`src/rtl/keypad_scan_ctrl.sv`:
```
// 4x4 keypad scanner: rotating active-low column drive, synchronised and debounced rows,
// ghost rejection, and a small event FIFO presented over valid/ready.
module keypad_scan_ctrl #(
    parameter int SCAN_DIV   = 16,
    parameter int DB_CYCLES  = 1000,
    parameter int FIFO_DEPTH = 4
) (
    input  logic       clk,
    input  logic       reset,
    input  logic [3:0] row,
    output logic [3:0] col_drv,
    output logic [3:0] key_code,
    output logic       key_valid,
    input  logic       key_ready,
    output logic [2:0] key_count,
    output logic       overflow,
    input  logic       ovf_clr,
    output logic       scan_busy
);
    localparam int DW = (SCAN_DIV > 1) ? $clog2(SCAN_DIV) : 1;
    localparam int BW = $clog2(DB_CYCLES);
    localparam int PW = $clog2(FIFO_DEPTH);
    localparam int CW = $clog2(FIFO_DEPTH + 1);

    typedef enum logic [1:0] {SCAN, DEBOUNCE, HELD} state_t;

    state_t          state, state_n;
    logic [3:0]      row_m, row_s;
    logic [3:0]      col_n, pat, pat_n;
    logic [1:0]      col_idx, col_idx_n;
    logic [DW-1:0]   dwell, dwell_n;
    logic [BW-1:0]   db_cnt, db_n;
    logic            push;
    logic [3:0]      push_code;

    function automatic logic one_low(input logic [3:0] r);
        one_low = (r == 4'b1110) || (r == 4'b1101) || (r == 4'b1011) || (r == 4'b0111);
    endfunction

    function automatic logic [1:0] row_sel(input logic [3:0] r);
        case (r)
            4'b1101: row_sel = 2'd1;
            4'b1011: row_sel = 2'd2;
            4'b0111: row_sel = 2'd3;
            default: row_sel = 2'd0;
        endcase
    endfunction

    assign push_code = {col_idx, row_sel(pat)};
    assign scan_busy = (state != SCAN);

    always_ff @(posedge clk or negedge reset) begin
        if (!reset) begin
            row_m   <= 4'hF;
            row_s   <= 4'hF;
            state   <= SCAN;
            col_drv <= 4'b1110;
            col_idx <= 2'd0;
            dwell   <= '0;
            db_cnt  <= '0;
            pat     <= 4'hF;
        end else begin
            row_m   <= row;
            row_s   <= row_m;
            state   <= state_n;
            col_drv <= col_n;
            col_idx <= col_idx_n;
            dwell   <= dwell_n;
            db_cnt  <= db_n;
            pat     <= pat_n;
        end
    end

    always_comb begin
        state_n   = state;
        col_n     = col_drv;
        col_idx_n = col_idx;
        dwell_n   = dwell;
        db_n      = db_cnt;
        pat_n     = pat;
        push      = 1'b0;
        case (state)
            SCAN: begin
                if (dwell == DW'(SCAN_DIV - 1)) begin
                    dwell_n = '0;
                    if (one_low(row_s)) begin
                        pat_n   = row_s;
                        db_n    = '0;
                        state_n = DEBOUNCE;
                    end else begin
                        col_n     = {col_drv[2:0], col_drv[3]};
                        col_idx_n = col_idx + 2'd1;
                    end
                end else begin
                    dwell_n = dwell + DW'(1);
                end
            end
            DEBOUNCE: begin
                if (row_s == pat) begin
                    if (db_cnt == BW'(DB_CYCLES - 1)) begin
                        push    = 1'b1;
                        db_n    = '0;
                        state_n = HELD;
                    end else begin
                        db_n = db_cnt + BW'(1);
                    end
                end else begin
                    // Bounce: re-sample the same column from a fresh dwell
                    state_n = SCAN;
                    dwell_n = '0;
                end
            end
            HELD: begin
                if (row_s == 4'hF) begin
                    if (db_cnt == BW'(DB_CYCLES - 1)) begin
                        state_n   = SCAN;
                        db_n      = '0;
                        dwell_n   = '0;
                        col_n     = {col_drv[2:0], col_drv[3]};
                        col_idx_n = col_idx + 2'd1;
                    end else begin
                        db_n = db_cnt + BW'(1);
                    end
                end else begin
                    db_n = '0;
                end
            end
            default: state_n = SCAN;
        endcase
    end

    logic [3:0]    mem [FIFO_DEPTH];
    logic [PW-1:0] wr_ptr, rd_ptr, rd_ptr_n;
    logic [CW-1:0] cnt, cnt_n;
    logic          full, pop, push_ok, drop;
    logic [3:0]    head_n;

    assign full     = (cnt == CW'(FIFO_DEPTH));
    assign pop      = key_valid & key_ready;
    assign push_ok  = push & (~full | pop);
    assign drop     = push & full & ~pop;
    assign rd_ptr_n = rd_ptr + PW'(pop);
    assign cnt_n    = cnt + CW'(push_ok) - CW'(pop);
    // The slot becoming head may be the one written this cycle
    assign head_n   = (push_ok && wr_ptr == rd_ptr_n) ? push_code : mem[rd_ptr_n];
    assign key_count = 3'(cnt);

    always_ff @(posedge clk) begin
        if (push_ok) mem[wr_ptr] <= push_code;
    end

    always_ff @(posedge clk or negedge reset) begin
        if (!reset) begin
            wr_ptr    <= '0;
            rd_ptr    <= '0;
            cnt       <= '0;
            key_valid <= 1'b0;
            key_code  <= 4'h0;
            overflow  <= 1'b0;
        end else begin
            if (push_ok) wr_ptr <= wr_ptr + PW'(1);
            rd_ptr    <= rd_ptr_n;
            cnt       <= cnt_n;
            key_valid <= (cnt_n != '0);
            if (cnt_n != '0) key_code <= head_n;
            if (drop) overflow <= 1'b1;
            else if (ovf_clr) overflow <= 1'b0;
        end
    end
endmodule
```
`config.mk`:
```
export PLATFORM = sky130hd
export DESIGN_NAME = keypad_scan_ctrl
export DESIGN_NICKNAME = d
export VERILOG_FILES = /design/src/rtl/keypad_scan_ctrl.sv
export SDC_FILE = /design/constraint.sdc
export NUM_CORES = 1
export LEC_CHECK = 0
export CAP_MARGIN = 10
export CORE_ASPECT_RATIO = 0.6
export CORE_UTILIZATION = 50
export CTS_BUF_LIST = sky130_fd_sc_hd__clkbuf_8
export DETAILED_ROUTE_END_ITERATION = 6
export PLACE_DENSITY = 0.69
export REMOVE_ABC_BUFFERS = 1
export SLEW_MARGIN = 20
export SYNTH_ARGS = -nofsm -noshare
export SYNTH_HDL_FRONTEND = slang
export SYNTH_SLANG_ARGS = --single-unit
```
`constraint.sdc`:
```
create_clock -name clk -period 5.8 [get_ports clk]
set_input_delay 0.87 -clock clk [delete_from_list [all_inputs] [get_ports clk]]
set_output_delay 0.87 -clock clk [all_outputs]
set_load 0.02 [all_outputs]
```
==> flow_summary.yaml <==
clocking:
  tritoncts: "built"
  clk_path_buf_depth: 2
  cts_root_buffer: "sky130_fd_sc_hd__clkbuf_8"
  cts_repair_resize_count: 0
  clk_transition_reported_paths_ns: 0.07
  cts_inserted_buffers: 9
  cts_setup_buffers: 0
  cts-hold-fix-buffers: 0
  numClockSinks: 63
  cts_max_level: 3
  clock_latency_ns: 0.34
power_and_ir_drop:
  p_sw_frac: 0.3337
  switching_power_w: 0.0004895
  p_int_w: 0.0009774
  power.share.sequential: 0.417
  worst_ir_drop_vdd_v: 0.0001787
  totalPowerFinal_w: 0.001467
  combinationalPowerShare: 0.323
  share_clk_of_total_power: 0.260
  leakage_component_of_the_power_nw: 1.444
  power_per_cell_area_nw_per_um2: 402.6
global_routing:
  global_route.usage.total: 0.2153
  grt_pass1_wl_um: 10880
  initial_antenna_violation_count: 0
  maximum_number_of_pins_on_one_net_before_global_route_repair: 48
  via_count_of_the_first_global_routing_pass: 2126
  remaining_overflow_grt: 0
placement:
  placed_area_sq_um: 3443
  placement.io_buffers: 21
  gpl.final_weighted_congestion: 0.7791
  dpl_worst_slack_ns: 1.681
  dp.final_hpwl_um: 4381
synth:
  synth.largest_area_cell: "sky130_fd_sc_hd__dfrtp_1"
  synth_seq_area_share: 0.5295
  synthesis.yosys.warnings: 0
  synth_flop_cell: "sky130_fd_sc_hd__dfrtp_1"
  netlist-cell-type-count: 59
  syn_area_sq_um: 3164
  synth_seq_cells: 63
  synth_async_sr_flop_share: 0.7460
  number_of_flops_mapped_to_enable_cells_by_yosys: 16
  synth_top_area_share: 0.2531
  synth.top_cells.by_area: "sky130_fd_sc_hd__dfrtp_1, sky130_fd_sc_hd__edfxtp_1, sky130_fd_sc_hd__dfstp_2, sky130_fd_sc_hd__ha_1, sky130_fd_sc_hd__o31ai_1"
  synth.avg_cell_area_sq_um: 12.61
  synth_cells: 251
critical_path:
  worst_setup_path_start_kind: "register"
  max_stage_delay_ns: 0.47
  cp_common_cell: "sky130_fd_sc_hd__ha_1"
  ff2ff_path_depth: 15
  crit_required_ns: 6.06
  critical_path_arrival_ns: 4.21
  cp_slowest_cell: "sky130_fd_sc_hd__and3_1"
  highest_fanout_seen_on_the_critical_path: 10
  crit_path_cells: "ha_1, nor4bb_4, and3_1, nand3_4, nor2_4, inv_1, ha_1, inv_1, ha_1, fa_1, xnor2_1, xnor2_1, or3_1, o31a_1, a21oi_1"
  end_kind: "register"
  worstSetupPathType: "reg -> reg"
timing:
  timing.max_slew.rel_slack: 0.5655
  final_period_util: 0.6821
  timing_hold_violations_final: 0
  fmaxAchievable_mhz: 252.8
  clock-skew-final_ns: 0.01020
  drv_slew: 0
  rsz0062_at_grt: "no"
  timing.setup.tns_ns: 0
  finalSetupViolCount: 0
  hold-worst-slack_ns: 0.3573
  finalCriticalPeriod_ns: 3.956
  worst_slew_pin_tran_ns: 0.6518
  slack_of_the_critical_path_ns: 1.844
floorplan:
  die_h_um: 63.62
  die_w_um: 104.7
  start_util: 0.5178
  floorplan.die_area_sq_um: 6661
  io_pins: 22
  rows: 22
  core_region_area_sq_um: 6111
cells_and_area:
  most_frequent_cells_in_the_layout: "sky130_fd_sc_hd__dfrtp_1, sky130_fd_sc_hd__clkdlybuf4s50_1, sky130_fd_sc_hd__o31ai_1, sky130_fd_sc_hd__edfxtp_1, sky130_fd_sc_hd__dfstp_2"
  area.growth.synth_to_final_pct: 15.14
  layout_commonest_cell: "sky130_fd_sc_hd__dfrtp_1"
  finish.net_count: 298
  fin_area_sq_um: 3643
  drive_above_1_share: 0.1950
  insertedDiodeCount: 0
drt:
  wirelength_um: 6133
  detail_route.vias_per_cell: 5.650
  drcViolationCount: 0
  routed_wire_length_per_instance_um: 16.76
  drt_first_pass_iters: 4
  final_antenna_net_count: 0
  vias: 2068
  detail_route.iter0.violations: 91
run:
  cap_violations: 0
min_path:
  worstHoldPathCells: 0
  holdCritPathClass: "reg -> reg"
status:
  status: "finished, final reports clean"
==> stage by stage <==
step,utilization,instances
finish,0.5962,366
detailed placement,0.5635,350
global placement,0.5635,350
global route,0.5962,366
CTS,0.5962,366
floorplan,-,244
==> cells in the mapped netlist (all sizes together), types with 2 or more instances <==
| library cell | instances |
|---|---|
| dfrtp | 32 |
| edfxtp | 16 |
| o31ai | 16 |
| dfstp | 15 |
| nor2 | 13 |
| ha | 12 |
| nand3 | 12 |
| xnor2 | 12 |
| inv | 11 |
| o21ai | 11 |
| mux2 | 9 |
| nand2 | 9 |
| and2 | 8 |
| a21oi | 7 |
| and3 | 7 |
| buf | 5 |
| mux4 | 4 |
| nor3 | 4 |
| o31a | 4 |
| a31oi | 3 |
| nand4 | 3 |
| nand4b | 3 |
| or3 | 3 |
| xor2 | 3 |
| a211o | 2 |
| a21o | 2 |
| a311oi | 2 |
| and4 | 2 |
| clkbuf | 2 |
| o211ai | 2 |
| o22ai | 2 |
| o41ai | 2 |
==> path summary, 6_finish.rpt <==
path                            slack [ns]           to       from
worst min-delay path                  0.36     row_s[1]   row_m[1]
worst max register to register        1.84  key_code[3]  db_cnt[0]
worst max-delay path                  1.84  key_code[3]  db_cnt[0]
worst min register to register        0.36     row_s[1]   row_m[1]
max in group asynchronous             4.76    db_cnt[4]      reset
min in group asynchronous             0.61    wr_ptr[1]      reset
==> critical path: cells and delay by family, from the launching register on <==
family | cells | cell delay [ns]
simple gates | 5 | 1.71
fa+ha+maj | 4 | 1.06
flops | 1 | 0.39
compound gates | 2 | 0.30
xor+xnor | 2 | 0.29
buf+inv | 2 | 0.10
==> flip-flops by register name (all words and copies together) (netlist names), 2 cells and up <==
signal,cells
mem,16
db_cnt,10
col_drv,4
dwell,4
key_code,4
pat,4
row_m,4
row_s,4
key_count,3
col_idx,2
rd_ptr,2
state,2
wr_ptr,2
==> metal layers <==
| metal | wire length [um] | up-vias | part of all wire | GRT usage |
|---|---|---|---|---|
| li1 | - | 995 | - | - |
| met1 | 3239 | 1019 | 0.53 | 0.3182 |
| met2 | 2527 | 45 | 0.41 | 0.2972 |
| met3 | 298 | 9 | 0.049 | 0.07039 |
| met4 | 68 | 0 | 0.011 | 0.06690 |
| met5 | 0 | - | 0 | 0 |
==> power groups by stage <==
stage / clock, W / combinational (W) / sequential [W]
global route: 0.000413 / 0.000524 / 0.000625
CTS: 0.000393 / 0.000474 / 0.000614
floorplan: 0 / 0.000314 / 0.000632
detailed placement: 0 / 0.000472 / 0.000622
finish: 0.000381 / 0.000473 / 0.000612
global placement: 0 / 0.000458 / 0.000620
==> final cells by class <==
cell class / count / area [sq um]
fillers: 520 / 2467
flip-flops and latches: 63 / 1675
multi-input cells: 170 / 1409
repair buffers: 22 / 212.7
clock buffers: 11 / 151.4
well taps: 84 / 105.1
clock inverters: 5 / 48.80
inverters: 11 / 41.29
==> cells by family after synthesis <==
kind of cell	Yosys count	synth area share
AO/OA/AOI/OAI	58	0.1447
XOR/XNOR	15	0.04389
adder cells (fa/ha/maj)	13	0.05378
buffers and inverters	18	0.02531
flip-flops	63	0.5295
multiplexers	13	0.06050
AND/OR/NAND/NOR	71	0.1424
No activity file was read; power rests on OpenSTA's default activity.
